## config.mk

```make
export PLATFORM = sky130hd
export DESIGN_NAME = proc_run_controller
export DESIGN_NICKNAME = d
export VERILOG_FILES = /design/src/rtl/proc_ctrl_pkg.sv /design/src/rtl/proc_run_controller.sv
export SDC_FILE = /design/constraint.sdc
export NUM_CORES = 1
export LEC_CHECK = 0
export ABC_AREA = 1
export BUFFER_PORTS_ARGS = -buffer_cell sky130_fd_sc_hd__buf_4
export CAP_MARGIN = 25
export CORE_UTILIZATION = 43
export CTS_CLUSTER_SIZE = 14
export DETAILED_ROUTE_END_ITERATION = 10
export GPL_ROUTABILITY_DRIVEN = 0
export MAX_ROUTING_LAYER = met4
export PLACE_DENSITY = 0.78
export SYNTH_ARGS = -nofsm -noshare
export SYNTH_HDL_FRONTEND = slang
export SYNTH_SLANG_ARGS = --single-unit
export TNS_END_PERCENT = 10
```

## constraint.sdc

```tcl
create_clock -name clk -period 2.1 [get_ports clk]
set_input_delay 0.105 -clock clk [delete_from_list [all_inputs] [get_ports clk]]
set_output_delay 0.105 -clock clk [all_outputs]
set_load 0.005 [all_outputs]
```

## src/rtl/proc_ctrl_pkg.sv

```systemverilog
// Shared types and constants for the processor run controller.
// Holds the sequencer state enum, the default halt word and the register count.
package proc_ctrl_pkg;

   typedef enum logic [2:0] {
      IDLE,
      LOAD,
      RUN,
      DRAIN,
      DUMP_RF,
      DUMP_DM,
      DONE
   } state_t;

   // syscall encoding ends a run
   localparam logic [31:0] DEF_HALT_WORD = 32'h0000000C;

   localparam int REG_COUNT = 32;

endpackage

```

## src/rtl/proc_run_controller.sv

```systemverilog
// Top-level sequencer for the MIPS datapath: load program, run, drain, dump.
// Ports: start/prog_len command; ld_* program stream in; imem_*/init_sel/pc_*
//   drive the fetch side; rf_dbg_* (and dm_dbg_* with DMEM_DUMP_EN) read
//   state back; dump_* stream it out; cycle_count/busy/done/timeout status.
// Macro DMEM_DUMP_EN: when defined, data memory is streamed after r31.
module proc_run_controller
   import proc_ctrl_pkg::*;
#(
   parameter int          PROG_LEN_W   = 8,
   parameter logic [15:0] MAX_CYCLES   = 16'd1000,
   parameter logic [31:0] HALT_WORD    = DEF_HALT_WORD,
   parameter int          DRAIN_CYCLES = 4,
   parameter int          DMEM_WORDS   = 16
) (
   input  logic                  clk,
   input  logic                  reset,
   input  logic                  start,
   input  logic [PROG_LEN_W-1:0] prog_len,
   input  logic                  ld_valid,
   input  logic [31:0]           ld_data,
   output logic                  ld_ready,
   output logic [31:0]           imem_addr,
   output logic [31:0]           imem_wdata,
   output logic                  imem_write,
   output logic                  imem_read,
   output logic                  init_sel,
   output logic                  pc_reset,
   output logic                  pc_write,
   input  logic [31:0]           instr,
   output logic                  rf_dbg_sel,
   output logic [4:0]            rf_dbg_addr,
   input  logic [31:0]           rf_dbg_data,
`ifdef DMEM_DUMP_EN
   output logic                  dm_dbg_sel,
   output logic [31:0]           dm_dbg_addr,
   input  logic [31:0]           dm_dbg_data,
`endif
   output logic                  dump_valid,
   input  logic                  dump_ready,
   output logic [31:0]           dump_data,
   output logic [7:0]            dump_idx,
   output logic [15:0]           cycle_count,
   output logic                  busy,
   output logic                  done,
   output logic                  timeout
);

   localparam int AW_PAD = 30 - PROG_LEN_W;
   localparam logic [PROG_LEN_W-1:0] ONE_W = 1;
   localparam logic [7:0] RF_LAST    = 8'(REG_COUNT - 1);
   localparam logic [7:0] DRAIN_LAST = 8'(DRAIN_CYCLES - 1);
`ifdef DMEM_DUMP_EN
   localparam logic [7:0] DM_LAST    = 8'(DMEM_WORDS - 1);
`endif

   state_t state, state_n;

   logic [PROG_LEN_W-1:0] prog_q;
   logic [PROG_LEN_W-1:0] widx;
   logic [7:0]            idx;

   logic last_word;
   logic halt_hit;
   logic limit_hit;

   assign last_word = (widx == prog_q - ONE_W);
   assign halt_hit  = (instr == HALT_WORD);
   assign limit_hit = (cycle_count == MAX_CYCLES - 16'd1);

   always_ff @(posedge clk) begin
      if (reset) state <= IDLE;
      else       state <= state_n;
   end

   always_comb begin
      state_n     = state;
      ld_ready    = 1'b0;
      imem_addr   = '0;
      imem_wdata  = '0;
      imem_write  = 1'b0;
      imem_read   = 1'b0;
      init_sel    = 1'b0;
      pc_reset    = 1'b0;
      pc_write    = 1'b0;
      rf_dbg_sel  = 1'b0;
      rf_dbg_addr = '0;
`ifdef DMEM_DUMP_EN
      dm_dbg_sel  = 1'b0;
      dm_dbg_addr = '0;
`endif
      dump_valid  = 1'b0;
      dump_data   = '0;
      dump_idx    = '0;
      busy        = 1'b1;
      done        = 1'b0;
      unique case (state)
         IDLE: begin
            busy     = 1'b0;
            init_sel = 1'b1;
            pc_reset = 1'b1;
            if (start) state_n = (prog_len == '0) ? RUN : LOAD;
         end
         LOAD: begin
            ld_ready  = 1'b1;
            init_sel  = 1'b1;
            pc_reset  = 1'b1;
            imem_addr = {{AW_PAD{1'b0}}, widx, 2'b00};
            if (ld_valid) begin
               imem_write = 1'b1;
               imem_wdata = ld_data;
               if (last_word) state_n = RUN;
            end
         end
         RUN: begin
            pc_write  = 1'b1;
            imem_read = 1'b1;
            if (halt_hit || limit_hit) state_n = DRAIN;
         end
         DRAIN: begin
            imem_read = 1'b1;
            if (idx == DRAIN_LAST) state_n = DUMP_RF;
         end
         DUMP_RF: begin
            rf_dbg_sel  = 1'b1;
            rf_dbg_addr = idx[4:0];
            dump_valid  = 1'b1;
            dump_data   = rf_dbg_data;
            dump_idx    = idx;
            if (dump_ready && idx == RF_LAST) begin
`ifdef DMEM_DUMP_EN
               state_n = DUMP_DM;
`else
               state_n = DONE;
`endif
            end
         end
`ifdef DMEM_DUMP_EN
         DUMP_DM: begin
            dm_dbg_sel  = 1'b1;
            dm_dbg_addr = {22'b0, idx, 2'b00};
            dump_valid  = 1'b1;
            dump_data   = dm_dbg_data;
            dump_idx    = idx;
            if (dump_ready && idx == DM_LAST) state_n = DONE;
         end
`endif
         DONE: begin
            busy     = 1'b0;
            done     = 1'b1;
            pc_reset = 1'b1;
            if (start) state_n = (prog_len == '0) ? RUN : LOAD;
         end
         default: state_n = IDLE;
      endcase
   end

   // cycle_count advances only on RUN cycles that stay in RUN, so a
   // forced stop leaves it at MAX_CYCLES-1.  idx is reused as the drain
   // timer and as the dump index; it is zeroed on every state exit.
   always_ff @(posedge clk) begin
      if (reset) begin
         prog_q      <= '0;
         widx        <= '0;
         idx         <= '0;
         cycle_count <= '0;
         timeout     <= 1'b0;
      end else begin
         unique case (state)
            IDLE, DONE: begin
               if (start) begin
                  prog_q      <= prog_len;
                  widx        <= '0;
                  idx         <= '0;
                  cycle_count <= '0;
                  timeout     <= 1'b0;
               end
            end
            LOAD: begin
               if (ld_valid && !last_word) widx <= widx + ONE_W;
            end
            RUN: begin
               if (halt_hit) begin
                  // halt wins over the limit
               end else if (limit_hit) begin
                  timeout <= 1'b1;
               end else begin
                  cycle_count <= cycle_count + 16'd1;
               end
            end
            DRAIN: begin
               idx <= (idx == DRAIN_LAST) ? '0 : idx + 8'd1;
            end
            DUMP_RF: begin
               if (dump_ready) idx <= (idx == RF_LAST) ? '0 : idx + 8'd1;
            end
`ifdef DMEM_DUMP_EN
            DUMP_DM: begin
               if (dump_ready) idx <= (idx == DM_LAST) ? '0 : idx + 8'd1;
            end
`endif
            default: begin
            end
         endcase
      end
   end

endmodule

```

==> qor.txt <==
CTS tree: done
Min-Delay Path Class: in2reg
Residual DRC: 0
Static Leak: 0.00282 uW
Hold Crit Start: prog_len[2]
Fin. Hold Viols: 0
Via-to-Cell Ratio: 4.84
Worst R2R Setup Slack: 110 ps
status: completed
antenna-violating nets left: 0
WP data required: 2330 ps
main flop type after synthesis: dfxtp_1
Mapped Cells: 652
Top cell by count, worst path: nand2_1
Final period util: 0.946
Post-Route Setup TNS: 0 ps
Tmin final: 1990 ps
CTS root buf: clkbuf_8
Mapped Avg Cell Area: 5.68 um^2
crit path launch type: flop
combinational family with the most area after synthesis: simple AND/OR/NAND/NOR gates
hold buffers post-CTS: 0
post-synthesis register bit count: 44
crit-path leading delay family: simple AND/OR/NAND/NOR gates
TritonCTS buffer count: 5
critical path data arrival time: 2210 ps
CTS clk-pin slew, worst paths: 80 ps
crit path cell chain: inv_1 -> ha_1 -> nand2_1 -> inv_1 -> nor2_1 -> nand2_1 -> nor2_1 -> nand3_1 -> nor2_2 -> nand3_4 -> nand2_4 -> nand2_1 -> a21oi_1
Layout Nets: 972
row count: 33
share of the synthesized area in the top cell type: 0.238
top-count cell post-synth: nor2_1
post-detailed-route wirelength per cell: 12.4 um
Pwr Density: 718 nW/um^2
cell count of the worst reg-to-reg path: 13
Worst VDD drop: 0.000425 V
htree depth: 2
Synth Area in XOR/XNOR: 0.0378
# diodes: 0
Tot GR Track Use: 0.273
core area: 8260 um^2
slowest CP cell: dfxtp_2
antenna violations before repair: 0
Post-DP HPWL: 9.40 mm
FF-to-FF End: widx[2]$_SDFFE_PP0P_
WS Path Type: reg2reg
ys async rst share: 0
Hold EP: prog_q[2]$_SDFFE_PP0P_
Max Freq: 504 MHz
simple-gate portion of the synthesized area: 0.441
die footprint: 8990 um^2
Seq/Total Area, Yosys: 0.238
Total Power: 3910 uW
dominant cells by area after synthesis: dfxtp_1 (24%), nor2_1 (14%), nand2_1 (14%), inv_1 (9.3%), buf_4 (6.5%)
global-route wire length before repair: 19.1 mm
Setup-failing EPs final: 0
Max Root-Sink Buffers: 2
total routed wirelength: 12.0 mm
clock skew: 4.35 ps
TritonRoute pass-1 iters: 5
Synth Warn #: 0
vias in the first global route: 4,329
critical path's largest stage delay: 350 ps
Slew Limit Fails: 0
fraction of synthesized area in multiplexers: 0
input/output buffers: 220
Die H: 94.8 um
chip width: 94.8 um
Skew-Pair Late Insertion Delay: 300 ps
Via Count: 4,667
WHS Path Cells: 3
Remaining Overflow, GRT: 0
Fill cells: 793
post-synthesis adder-cell area fraction: 0.0135
CP Capture Type: flop
Crit Path Max Fanout: 9
Mapped Area: 3700 um^2
CTS sink cnt: 44
Area Overhead vs Synth: 47.1%
Reg-to-Reg Start: prog_q[0]$_SDFFE_PP0P_
DRT iter0 DRCs: 284
Compound-Gate Fraction of Synth Area: 0.0828
Synth cell types: 37
RSZ-0062 raised after global routing: false
largest area contributor in the netlist: dfxtp_1
largest net degree at the start of global routing: 43
Worst Path Buf+Inv: 2
most frequent cells after synthesis: nor2_1 (143), nand2_1 (142), inv_1 (92), nand3_1 (47), dfxtp_1 (44)
share of cells above drive strength 1: 0.302
number of synthesized flops with an enable pin: 0
Initial Util: 0.448
Max-Cap Viols: 0
I/O Pins: 245
final hold slack: 92.9 ps
-- registers in the layout (all words and copies together) (netlist names) --
register	cells
prog_q	8
cycle_count	16
state	3
idx	8
timeout	1
widx	8
-- how the worst max path moves through the flow --
stage                                 startpoint                   end  slack (ps)  cells after the start
after floorplan           prog_q[0]$_SDFFE_PP0P_  widx[2]$_SDFFE_PP0P_         380                     13
after global placement    prog_q[0]$_SDFFE_PP0P_  widx[6]$_SDFFE_PP0P_         260                     13
after detailed placement  prog_q[0]$_SDFFE_PP0P_  widx[4]$_SDFFE_PP0P_         130                     13
after CTS                 prog_q[0]$_SDFFE_PP0P_  widx[2]$_SDFFE_PP0P_          50                     13
after global routing      prog_q[0]$_SDFFE_PP0P_  widx[2]$_SDFFE_PP0P_         0.4                     13
final                     prog_q[0]$_SDFFE_PP0P_  widx[2]$_SDFFE_PP0P_         110                     13
-- power breakdown --
group	switching [uW]	internal, uW	total [uW]
sequential	88.9	925	1010
combinational	1370	879	2250
clock	296	353	649
total	1750	2160	3910
-- metrics by stage --
step / instance area, um^2 / cells / utilization / worst slack [ps]
3_5_place_dp: 5310 / 955 / 0.642 / 127
5_1_grt: 5450 / 965 / 0.660 / 0.376
3_3_place_gp: 5310 / 955 / 0.642 / 264
2_1_floorplan: 3790 / 675 / - / 382
4_1_cts: 5430 / 965 / 0.657 / 52.6
6_report: 5450 / 965 / 0.660 / 114
-- cell type report --
| cell class | count | area (um^2) | area share |
|---|---|---|---|
| timing repair buffer | 228 | 1710 | 0.314 |
| tap | 105 | 131 | 0.0241 |
| clock buffer | 6 | 72.6 | 0.0133 |
| clock inverter | 2 | 35.0 | 0.00643 |
| inverter | 98 | 372 | 0.0682 |
| timing repair inverter | 1 | 7.51 | 0.00138 |
| sequential | 44 | 882 | 0.162 |
| multi-input combinational | 481 | 2240 | 0.410 |
-- logic make-up after synthesis --
family	count (synthesis)
simple gates	379
buf+inv	150
compound gates	58
flops	44
xor+xnor	16
fa+ha+maj	4
other cells	1
-- worst min-delay path, cell delays in order --
cell and delay [ps]:
buf_4 80, o21ai_0 70, a21oi_1 100
-- placed cells by master, fill, tap and decap left out, types with 4 or more instances in the layout --
master and n:
inv_1 91, dfxtp_1 43, conb_1 24, nor3_1 12
nand4_1 10, ha_1 4, nor2_2 4, xor2_1 13
nand2_1 142, o21ai_0 14, inv_2 5, a21oi_1 37
nand3_1 47, clkbuf_8 5, nor2_1 142, buf_4 228
-- repair_timing --
item	4_1_cts	5_1_grt
gates resized for setup	1	5
setup buffers	1	0
gates cloned	1	0
setup endpoints to repair	27	11
pin swaps	0	1
-- per-layer routing --
metal  wire (um)  global-route usage  vias to the layer above
met5           0                   -                        -
met4          91              0.0694                        0
met3         978              0.0491                       10
met2        6380               0.515                      228
met1        4540               0.291                     2057
li1            -                   -                     2372
Note: power is estimated with default switching activity, not from simulation.
